**config.mk**
```make
export PLATFORM = sky130hd
export DESIGN_NAME = hazard_scoreboard_ctrlr
export DESIGN_NICKNAME = d
export VERILOG_FILES = /design/src/rtl/hazard_pkg.sv /design/src/rtl/hazard_src_match.sv /design/src/rtl/hazard_scoreboard_ctrlr.sv
export SDC_FILE = /design/constraint.sdc
export NUM_CORES = 1
export LEC_CHECK = 0
export ABC_AREA = 1
export BUFFER_PORTS_ARGS = -buffer_cell sky130_fd_sc_hd__buf_4
export CAP_MARGIN = 20
export CORE_MARGIN = 1
export CORE_UTILIZATION = 42
export CTS_CLUSTER_SIZE = 10
export DETAILED_ROUTE_END_ITERATION = 7
export GPL_TIMING_DRIVEN = 0
export PLACE_DENSITY_LB_ADDON = 0.25
export SYNTH_ARGS = -nofsm -noshare
export SYNTH_HDL_FRONTEND = slang
export SYNTH_SLANG_ARGS = --single-unit
```
**constraint.sdc**
```tcl
create_clock -name clock -period 1.4 [get_ports clock]
set_input_delay 0.07 -clock clock [delete_from_list [all_inputs] [get_ports clock]]
set_output_delay 0.07 -clock clock [all_outputs]
set_load 0.05 [all_outputs]
```
**src/rtl/hazard_pkg.sv**
```systemverilog
// Shared types and constants for the hazard/forwarding scoreboard.
// Default-configuration constants mirror the controller's LOAD_LAT = 2 build.
package hazard_pkg;

    localparam int unsigned MAX_ADDR_W   = 8;
    localparam int unsigned DEF_LOAD_LAT = 2;
    localparam int unsigned SEL_REGFILE  = 0;

    function automatic int unsigned clog2(input int unsigned value);
        int unsigned res = 0;
        for (int unsigned i = 0; i < 32; i++) begin
            if ((64'd1 << i) < 64'(value)) begin
                res = i + 1;
            end
        end
        return res;
    endfunction

    localparam int unsigned DEF_DEPTH = DEF_LOAD_LAT + 1;
    localparam int unsigned DEF_SEL_W = clog2(DEF_DEPTH + 1);

    // dst is stored zero-extended so one entry type serves any ADDR_W up to MAX_ADDR_W
    typedef struct packed {
        logic                  valid;
        logic [MAX_ADDR_W-1:0] dst;
        logic                  is_load;
    } stage_entry_t;

endpackage

```
**src/rtl/hazard_src_match.sv**
```systemverilog
// Matches one source operand against every shadow stage and produces its
// forwarding select plus a load-use hazard flag. Purely combinational.
module hazard_src_match
    import hazard_pkg::*;
#(
    parameter int unsigned ADDR_W   = 5,
    parameter int unsigned LOAD_LAT = 2,
    parameter int unsigned DEPTH    = 3,
    parameter int unsigned SEL_W    = 2
) (
    input  logic [ADDR_W-1:0]        src,
    input  logic                     used,
    input  stage_entry_t [DEPTH-1:0] stages,
    output logic [SEL_W-1:0]         sel,
    output logic                     hazard
);

    logic [MAX_ADDR_W-1:0] src_ext;

    assign src_ext = MAX_ADDR_W'(src);

    // Walk oldest to youngest so the youngest matching stage has the final say.
    always_comb begin
        sel    = SEL_W'(SEL_REGFILE);
        hazard = 1'b0;
        for (int k = int'(DEPTH) - 1; k >= 0; k--) begin
            if (used && (src_ext != '0) && stages[k].valid && (stages[k].dst == src_ext)) begin
                if (!stages[k].is_load || (k >= int'(LOAD_LAT))) begin
                    sel    = SEL_W'(k + 1);
                    hazard = 1'b0;
                end else begin
                    sel    = SEL_W'(SEL_REGFILE);
                    hazard = 1'b1;
                end
            end
        end
    end

endmodule

```
**src/rtl/hazard_scoreboard_ctrlr.sv**
```systemverilog
// Hazard/forwarding controller: shadow pipeline of in-flight writers, stall and
// operand-select generation. Optional perf counters under HAZARD_PERF_CNT_EN.
module hazard_scoreboard_ctrlr
    import hazard_pkg::*;
#(
    parameter  int unsigned ADDR_W   = 5,
    parameter  int unsigned LOAD_LAT = 2,
    parameter  int unsigned PERF_W   = 32,
    localparam int unsigned DEPTH    = LOAD_LAT + 1,
    localparam int unsigned SEL_W    = clog2(DEPTH + 1)
) (
    input  logic              clock,
    input  logic              reset,
    input  logic              w_issue_valid,
    input  logic [ADDR_W-1:0] w_rs_addr_5,
    input  logic [ADDR_W-1:0] w_rt_addr_5,
    input  logic              w_rs_used,
    input  logic              w_rt_used,
    input  logic [ADDR_W-1:0] w_dst_addr_5,
    input  logic              w_dst_write,
    input  logic              w_dst_is_load,
    input  logic              w_flush,
    input  logic              w_mem_stall,
    input  logic              w_perf_clr,
    output logic              w_stall,
    output logic [SEL_W-1:0]  w_rs_fwd_sel,
    output logic [SEL_W-1:0]  w_rt_fwd_sel,
    output logic [PERF_W-1:0] w_perf_stall_cnt,
    output logic [PERF_W-1:0] w_perf_fwd_cnt
);

    stage_entry_t [DEPTH-1:0] stages_q;
    stage_entry_t             new_entry;
    logic                     rs_hazard;
    logic                     rt_hazard;
    logic                     hazard;

    hazard_src_match #(
        .ADDR_W   (ADDR_W),
        .LOAD_LAT (LOAD_LAT),
        .DEPTH    (DEPTH),
        .SEL_W    (SEL_W)
    ) u_rs_match (
        .src    (w_rs_addr_5),
        .used   (w_rs_used),
        .stages (stages_q),
        .sel    (w_rs_fwd_sel),
        .hazard (rs_hazard)
    );

    hazard_src_match #(
        .ADDR_W   (ADDR_W),
        .LOAD_LAT (LOAD_LAT),
        .DEPTH    (DEPTH),
        .SEL_W    (SEL_W)
    ) u_rt_match (
        .src    (w_rt_addr_5),
        .used   (w_rt_used),
        .stages (stages_q),
        .sel    (w_rt_fwd_sel),
        .hazard (rt_hazard)
    );

    assign hazard  = w_issue_valid & (rs_hazard | rt_hazard);
    assign w_stall = w_mem_stall | hazard;

    always_comb begin
        new_entry = '0;
        if (w_issue_valid && !hazard && !w_flush && w_dst_write && (w_dst_addr_5 != '0)) begin
            new_entry.valid   = 1'b1;
            new_entry.dst     = MAX_ADDR_W'(w_dst_addr_5);
            new_entry.is_load = w_dst_is_load;
        end
    end

    // Last stage simply falls off: the regfile is write-first, so no bypass beyond it.
    always_ff @(posedge clock or posedge reset) begin
        if (reset) begin
            stages_q <= '0;
        end else if (!w_mem_stall) begin
            stages_q <= {stages_q[DEPTH-2:0], new_entry};
        end
    end

`ifdef HAZARD_PERF_CNT_EN
    logic [PERF_W-1:0] stall_cnt_q;
    logic [PERF_W-1:0] fwd_cnt_q;
    logic              issued;
    logic              fwd_any;

    assign issued  = w_issue_valid & ~w_stall & ~w_flush;
    assign fwd_any = (w_rs_fwd_sel != SEL_W'(SEL_REGFILE)) |
                     (w_rt_fwd_sel != SEL_W'(SEL_REGFILE));

    always_ff @(posedge clock or posedge reset) begin
        if (reset) begin
            stall_cnt_q <= '0;
            fwd_cnt_q   <= '0;
        end else if (w_perf_clr) begin
            stall_cnt_q <= '0;
            fwd_cnt_q   <= '0;
        end else begin
            if (w_stall && (stall_cnt_q != '1)) begin
                stall_cnt_q <= stall_cnt_q + PERF_W'(1);
            end
            if (issued && fwd_any && (fwd_cnt_q != '1)) begin
                fwd_cnt_q <= fwd_cnt_q + PERF_W'(1);
            end
        end
    end

    assign w_perf_stall_cnt = stall_cnt_q;
    assign w_perf_fwd_cnt   = fwd_cnt_q;
`else
    logic unused_perf_clr;

    assign unused_perf_clr  = w_perf_clr;
    assign w_perf_stall_cnt = '0;
    assign w_perf_fwd_cnt   = '0;
`endif

endmodule

```
# Yosys cells after proc, flatten, opt, wreduce, memory -nomap -nowiden
# Cells that the tools add are included.
[word_totals]
romBits = 0
output_inout_bits = 69
elab_cells = 55
latchBits = 0
memories = 0
ram_bits = 0
reg_bits = 29
[classes]
addsub = 0
mux = 15
eq_ne = 6
magnitude_cmp = 0
multipliers = 0
bitwise_logic = 3
reduce_logical = 23
n_shift = 0
div = 0
[ops]
columns = ["op", "count"]
rows = [
  ["equality test 8 x 5 -> 1 bit", 6],
  ["logical AND 1 bit", 18],
  ["nonzero test 8 bit", 2],
  ["2-to-1 mux 2 bit", 7],
  ["2-to-1 mux 10 bit", 1],
  ["2-to-1 mux 1 bit", 7],
  ["nonzero test 5 bit", 1],
  ["logical NOT 1 bit", 2],
  ["OR 1 bit", 2],
  ["AND 1 bit", 1],
]

# Depth between registers and ports, before layout
# Gate-level depths: netlist of the first run.
[depth]
depth_word = 14
depth_mapped = 13
mapped_depth_nobuf = 13

# By module
# From an unflattened synthesis of the first run, not the netlist that was laid out.
[unflattened]
cells_unflattened = 431
hier_area_um2 = 2424.8
[modules_own_cells]
columns = ["mod", "instances", "seq_area_each_um2", "area_per_inst_um2", "cells_per_inst"]
rows = [
  ["hazard_scoreboard_ctrlr", 1, 525.5, 1321.3, 159],
  ["hazard_src_match", 2, 0.0, 551.8, 136],
]

# Least setup slack after synthesis of the first run
# OpenSTA, ideal clock, no wires.
[synth_timing]
path_kind = "register to output"
from = "reg stages_q[23] (netlist bit)"
to = "out w_rs_fwd_sel[0]"
path_stages_with_launch = 6
setup_slack_ns = -0.614
arrival_time_ns = 1.944
t_required_ns = 1.330
path_buffers = 0
path_cell_list = "dfrtp_1 > xnor2_1 > nand3_1 > nor3_1 > nand4_1 > o21ai_0"
[synth_via]
elab_chain_len = 5
[synth_rtl]
columns = ["element", "line", "rtl"]
rows = [
  ["start, declared", "hazard_scoreboard_ctrlr.sv:32", "stage_entry_t [DEPTH-1:0] stages_q;"],
  ["start signal, assigned", "hazard_scoreboard_ctrlr.sv:81", "stages_q <= {stages_q[DEPTH-2:0], new_entry};"],
  ["equality test 8 x 5 -> 1 bit", "hazard_src_match.sv:27", "if (used && (src_ext != '0) && stages[k].valid && (stages[k].dst == src_ext)) begin"],
  ["logical AND 1 bit", "hazard_src_match.sv:27", ""],
  ["2-to-1 mux 2 bit (3 in a row)", "hazard_src_match.sv:27", ""],
  ["end, declared", "hazard_scoreboard_ctrlr.sv:26", "output logic [SEL_W-1:0] w_rs_fwd_sel,"],
]
# Every way passes these cells.

# Final worst setup path of the first run
[layout_timing]
from = "reg stages_q[1] (netlist bit)"
to = "out w_stall"
[layout_via]
elab_chain_len = 6
elab_cells_between_ends = 9
cone_classes = "eq/ne (2); mux (2); bitwise (3); reduce/logical (2)"
[layout_rtl]
columns = ["element", "line", "rtl"]
rows = [
  ["equality test 8 x 5 -> 1 bit", "hazard_src_match.sv:27", ""],
  ["logical AND 1 bit", "hazard_src_match.sv:27", ""],
  ["2-to-1 mux 1 bit", "hazard_src_match.sv:27", ""],
  ["OR 1 bit *", "hazard_scoreboard_ctrlr.sv:64", "assign hazard = w_issue_valid & (rs_hazard | rt_hazard);"],
  ["AND 1 bit *", "hazard_scoreboard_ctrlr.sv:64", ""],
  ["OR 1 bit *", "hazard_scoreboard_ctrlr.sv:65", "assign w_stall = w_mem_stall | hazard;"],
  ["end, declared", "hazard_scoreboard_ctrlr.sv:25", "output logic w_stall,"],
]
# Every way passes the cells marked *; elsewhere a longest branch is shown, timed or not.

==> results of run 1 <==
==> power breakdown <==
group | internal [mW] | switching, mW
combinational | 0.254 | 0.580
clock | 0.250 | 0.197
sequential | 0.606 | 0.0299
==> worst paths after layout <==
path | end | cells past startpoint | from | slack (ns)
worst max-delay path | w_stall | 13 | stages_q[1]$_DFFE_PP0N_ | -0.48
worst max register to register | stages_q[1]$_DFFE_PP0N_ | 12 | stages_q[4]$_DFFE_PP0N_ | -0.26
worst min-delay path | stages_q[0]$_DFFE_PP0N_ | 3 | w_dst_is_load | 0.01
min in group asynchronous | stages_q[1]$_DFFE_PP0N_ | 3 | reset | 0.51
max in group asynchronous | stages_q[2]$_DFFE_PP0N_ | 3 | reset | 0.37
worst min register to register | stages_q[19]$_DFFE_PP0N_ | 2 | stages_q[19]$_DFFE_PP0N_ | 0.50
==> metal layers <==
layer / share of wire [%] / up-vias / GRT usage [%]
li1: - / 930 / -
met1: 42 / 788 / 24.8
met2: 49 / 87 / 35.4
met3: 8.2 / 8 / 2.14
met4: 1.5 / 0 / 4.17
met5: 0 / - / 0
==> worst register-to-register path: stages (launching register included) <==
cell	delay, ns
dfrtp_1	0.38
inv_2	0.07
a21oi_2	0.13
nand4_1	0.15
nor2_2	0.15
nand2_1	0.10
nand2_2	0.10
nand2_4	0.07
buf_6	0.12
nand3_4	0.09
nor2_4	0.06
nand2_1	0.09
nand2_1	0.05
==> cell families (layout without fill, tap and decap cells) <==
logic type | Yosys count | in the layout | synth area share [%]
other cells | 1 | 64 | 0.202
xor+xnor | 8 | 8 | 3.77
flops | 20 | 20 | 26.9
simple gates | 111 | 111 | 26.3
buf+inv | 97 | 140 | 32.5
compound gates | 33 | 33 | 10.2
==> placed cells by master (no fill, tap or decap), drive strengths merged, types with 7 or more instances in the layout <==
master / n
buf: 102
nand2: 77
conb: 64
inv: 30
dfrtp: 20
o21ai: 18
nor2: 13
nand3: 11
a21oi: 7
clkbuf: 7
==> layout make-up <==
cell class              instances  area share (%)
multi-input cells             216            42.2
flip-flops and latches         20            18.7
plain buffers                  67            18.3
clock buffers                   4            2.05
inverters                      30            4.19
well taps                      50            2.33
repair buffers                 39            12.3
==> timing repair <==
item,in CTS,in global routing
endpoints found under the hold margin,20,0
resized for setup,32,12
setup buffers,8,3
setup endpoints to repair,12,12
hold buffers,1,0
pin swaps,15,8
==> results.py, run 1 <==
metrics = {
    "timing": {
        "slew_headroom_pct": 48.9,
        "fmax_mhz": 532,
        "layout_setup_ws_ns": -0.480,
        "tns_ns": -3.62,
        "final-setup-viol-count": 12,
        "period_minus_slack_ns": 1.88,
        "skew_ns": 0.00118,
        "hold_viol": 0,
        "rsz0062_at_grt": "true",
        "slew_viol_final": 0,
        "fin_crit_sh_pct": 134,
        "whs_ns": 0.0108,
        "tightest_slew_ns": 0.765,
    },
    "synth": {
        "yosys.area.top_type": "dfrtp_1",
        "synth_edf_count": 0,
        "syn_inst": 270,
        "yosys.cell_count.top_type": "nand2_1",
        "synth-seq-area-share_pct": 26.9,
        "ys_top_cells_by_area": "dfrtp_1 (27%), buf_4 (26%), nand2_1 (15%)",
        "synthDistinctLibCells": 28,
        "ys_ff_latch": 20,
        "synth.top_cells.by_count": "nand2_1 (76), buf_4 (64), inv_1 (27), dfrtp_1 (20), o21ai_0 (18)",
        "yosys.area.top_type_share_pct": 26.9,
        "synthArstFlopShare_pct": 100,
        "syn_area_per_cell_um2": 6.88,
        "synth_ff_type": "dfrtp_1",
        "syn_area_um2": 1860,
        "ys.warnings.count": 0,
    },
    "flow_run": {
        "drv_cap": 0,
    },
    "cells_and_area": {
        "drive_gt1_share_pct": 40.7,
        "regMostFlops": "stages_q",
        "postLayoutCellArea_um2": 2690,
        "num_antenna_cells": 0,
        "top_regs": "stages_q (20)",
        "fin_util_pct": 65.2,
        "multi_input_area_um2": 1130,
        "fillers": 375,
        "seqCellArea_um2": 502,
        "nets": 402,
        "largest_reg_flops": 20,
        "stdcell_count": 426,
        "areaGrowthSynthToFinish_pct": 44.5,
    },
    "detailed_routing": {
        "wl_per_cell_um": 10.7,
        "drt-initial-drc-count": 71,
        "ant_nets": 0,
        "drc": 0,
        "via_per_inst": 4.26,
        "totalWireLength_um": 4560,
        "dr_total_vias": 1813,
        "first_pass_iters": 4,
    },
    "power": {
        "p_leak_nw": 1.50,
        "ir_worst_vdd_uv": 593,
        "fin_total_pwr_mw": 1.92,
        "power.density_nw_per_um2": 714,
    },
    "worst_setup_path": {
        "path_buf_inv": 2,
        "critical_path.startpoint_type": "register",
        "crit_chain": "inv_2 -> nand2_2 -> nand2_2 -> nor2_2 -> nand2_1 -> nor2_2 -> nand2_2 -> nand2_4 -> nand3_4 -> nand2_2 -> nand2_2 -> nand2_4 -> buf_8",
        "critPathTopFamily": "simple AND/OR/NAND/NOR gates",
        "crit_top_cell": "nand2_2",
        "crit_type": "register to primary output",
        "arrival_ns": 1.81,
        "cpPeakStageDelay_ns": 0.40,
        "cp-end-kind": "primary output",
        "crit_slowest_cell": "dfrtp_1",
        "required_ns": 1.33,
        "cp_max_fo": 4,
    },
    "hold_path": {
        "hold_path.class": "primary input to register",
    },
    "floorplanning": {
        "start_util_pct": 45.2,
        "die_h_um": 68.5,
        "core_area_um2": 4120,
        "die_area_um2": 4690,
        "fp-row-count": 23,
        "die_w_um": 68.5,
        "num_io_pins": 94,
    },
    "clocking": {
        "cts_tree": "done",
        "numCtsBuffers": 3,
        "htreeDepth": 1,
        "clk_latency_ns": 0.26,
        "cts_root_buffer": "clkbuf_8",
        "max-clock-path-buffers": 2,
        "clock-sinks": 20,
        "clkTransAtPathRegs_ns": 0.08,
    },
    "outcome": {
        "failed_checks": "negative setup slack",
        "status": "finished, violations left",
    },
    "placement": {
        "placedCellCount": 411,
        "dp_hpwl_um": 3490,
        "placed_area_um2": 2390,
        "port_buffers": 28,
        "place_ws_ns": -0.269,
        "globalplace.congestion": 0.866,
    },
    "global_route": {
        "grt-ovfl-total": 0,
        "grt_max_degree": 21,
        "antenna_found_initial": 0,
        "grt_usage_pct": 19.6,
        "grt_pass1_vias": 1561,
        "grt_pass1_wl_um": 6790,
    },
}
(Power assumes the default switching activity.)
==> run 2, diff against run 1 <==
--- a/config.mk
+++ b/config.mk
@@ -14,6 +14,7 @@
 export DETAILED_ROUTE_END_ITERATION = 7
 export GPL_TIMING_DRIVEN = 0
 export PLACE_DENSITY_LB_ADDON = 0.25
+export SETUP_SLACK_MARGIN = 0.3
 export SYNTH_ARGS = -nofsm -noshare
 export SYNTH_HDL_FRONTEND = slang
 export SYNTH_SLANG_ARGS = --single-unit
==> run 2 against run 1 <==
  * The flow finishes with violations (negative hold slack, negative setup slack)
  * Sequential share of layout area about the same
  * Maximum frequency increased by 1.5%
  * Critical path depth down 2
  * Global-route usage rose by 0.45 points
  * Wire length shrank 1.6%
  * Clock power grew 34%
  * Power is 8.1% higher
  * Worst setup slack improved by 0.028 ns
  * Utilization rose by 0.33 points
  * Critical path type unchanged
  * Highest routed layer unchanged
==> results.py, run 2 (same netlist as run 1, synthesis figures left out) <==
metrics = {
    "clocking": {
        "numCtsBuffers": 3,
        "cts_tree": "done",
        "max-clock-path-buffers": 2,
        "clk_latency_ns": 0.27,
        "cts_root_buffer": "clkbuf_8",
        "clkTransAtPathRegs_ns": 0.09,
        "htreeDepth": 1,
        "clock-sinks": 20,
    },
    "placement": {
        "dp_hpwl_um": 3490,
        "placed_area_um2": 2410,
        "globalplace.congestion": 0.895,
        "place_ws_ns": -0.292,
        "port_buffers": 28,
    },
    "cells_and_area": {
        "drive_gt1_share_pct": 40.8,
        "final_common_cell": "buf_4",
        "num_antenna_cells": 0,
        "largest_reg_flops": 20,
        "most-common-layout-cells": "buf_4 (96), nand2_1 (68), conb_1 (64), inv_1 (22), dfrtp_1 (18)",
        "nets": 401,
        "seqCellArea_um2": 503,
        "regMostFlops": "stages_q",
        "fillers": 387,
        "top_regs": "stages_q (20)",
        "areaGrowthSynthToFinish_pct": 45.3,
        "postLayoutCellArea_um2": 2700,
        "multi_input_area_um2": 1150,
    },
    "detailed_routing": {
        "wl_per_cell_um": 10.6,
        "dr_total_vias": 1802,
        "drt-initial-drc-count": 73,
        "ant_nets": 0,
        "drc": 0,
        "via_per_inst": 4.24,
        "first_pass_iters": 4,
        "totalWireLength_um": 4490,
    },
    "hold_path": {
        "hold_path.class": "primary input to async pin",
    },
    "global_route": {
        "grt_pass1_wl_um": 6900,
        "grt_usage_pct": 20.0,
        "grt_max_degree": 21,
        "grt-ovfl-total": 0,
        "grt_pass1_vias": 1504,
        "antenna_found_initial": 0,
    },
    "timing": {
        "tightest_slew_ns": 0.809,
        "final-setup-viol-count": 12,
        "fmax_mhz": 540,
        "hold_viol": 20,
        "fin_crit_sh_pct": 132,
        "whs_ns": -0.0494,
        "slew_headroom_pct": 46.0,
        "slew_viol_final": 0,
        "skew_ns": 0.0109,
        "layout_setup_ws_ns": -0.452,
        "rsz0062_at_grt": "true",
        "period_minus_slack_ns": 1.85,
    },
    "floorplanning": {
        "start_util_pct": 45.2,
        "die_area_um2": 4690,
        "num_io_pins": 94,
        "core_area_um2": 4120,
        "die_w_um": 68.5,
        "die_h_um": 68.5,
        "fp-row-count": 23,
    },
    "power": {
        "internal_power_mw": 1.25,
        "ir_worst_vdd_uv": 657,
        "p_leak_nw": 1.50,
        "power.share.switching_pct": 39.9,
        "clkPwrFrac_pct": 28.9,
        "power.density_nw_per_um2": 768,
        "p_seq_share_pct": 30.6,
        "combPwrFrac_pct": 40.4,
        "p_switching_mw": 0.827,
    },
    "worst_setup_path": {
        "arrival_ns": 1.78,
        "cp-end-kind": "primary output",
        "cp_max_fo": 3,
        "required_ns": 1.33,
        "crit_type": "register to primary output",
        "critical_path.startpoint_type": "register",
    },
    "outcome": {
        "failed_checks": "negative hold slack, negative setup slack",
        "status": "finished, violations left",
    },
    "flow_run": {
        "drv_cap": 0,
    },
}
[run 2: worst paths after layout]
path / endpoint / slack, ns / depth (start not counted) / startpoint
min: stages_q[1]$_DFFE_PP0N_ / -0.05 / 2 / reset
max: w_stall / -0.45 / 11 / stages_q[4]$_DFFE_PP0N_
max reg2reg: stages_q[0]$_DFFE_PP0N_ / -0.28 / 12 / stages_q[4]$_DFFE_PP0N_
min reg2reg: stages_q[0]$_DFFE_PP0N_ / 0.49 / 2 / stages_q[0]$_DFFE_PP0N_
min in group clock: stages_q[0]$_DFFE_PP0N_ / 0 / 3 / w_dst_is_load
max in group asynchronous: stages_q[2]$_DFFE_PP0N_ / 0.90 / 2 / reset
[run 2: layout make-up]
type                    instances  share of cell area (%)
inverters                      30                    4.17
multi-input cells             216                    42.5
plain buffers                  67                    18.2
well taps                      50                    2.32
repair buffers                 38                    11.5
flip-flops and latches         20                    18.6
clock buffers                   3                    1.53
clock inverters                 1                    1.11
[run 2: what timing repair did]
| action | 4_1_cts | 5_1_grt |
|---|---|---|
| hold buffers | 1 | 0 |
| pin swaps | 8 | 11 |
| gates resized for setup | 25 | 13 |
| endpoints found under the setup margin | 12 | 12 |
| endpoints found under the hold margin | 21 | 0 |
| setup buffers | 7 | 2 |
[run 2: per-layer routing]
layer,routed length [um],vias to the layer above,GRT usage (%)
met4,44,0,4.69
met2,2270,75,34.9
met3,301,5,2.14
li1,-,931,-
met1,1870,791,26.3
met5,0,-,0
[run 2: through the flow]
stage | std cells | hold slack [ns] | util [%] | TNS (ns) | power, mW
floorplan | 333 | 0.0338 | - | -0.0409 | 1.31
global placement | 411 | 0.255 | 58.7 | -2.08 | 1.42
global route | 425 | 0.0125 | 65.6 | -4.98 | 2.15
detailed placement | 411 | 0.273 | 58.7 | -2.27 | 1.43
CTS | 423 | -0.0199 | 64.3 | -3.57 | 2.05
finish | 425 | -0.0494 | 65.6 | -3.89 | 2.07
[run 2: power by group through the flow]
stage / clock (mW) / combinational (mW) / sequential (mW)
2_1_floorplan: 0 / 0.670 / 0.636
3_3_place_gp: 0 / 0.780 / 0.643
3_5_place_dp: 0 / 0.785 / 0.644
4_1_cts: 0.596 / 0.818 / 0.633
5_1_grt: 0.615 / 0.900 / 0.639
6_report: 0.600 / 0.838 / 0.635
[run 2: critical path, cell delays in order, from the launching register on]
cell,delay (ns)
dfrtp_1,0.40
buf_4,0.15
a21oi_2,0.17
nand2_2,0.09
nor2_4,0.11
nand2_2,0.08
nand2_2,0.10
nand3_4,0.08
nand2_2,0.07
nand2_2,0.06
nand2_4,0.07
buf_8,0.14
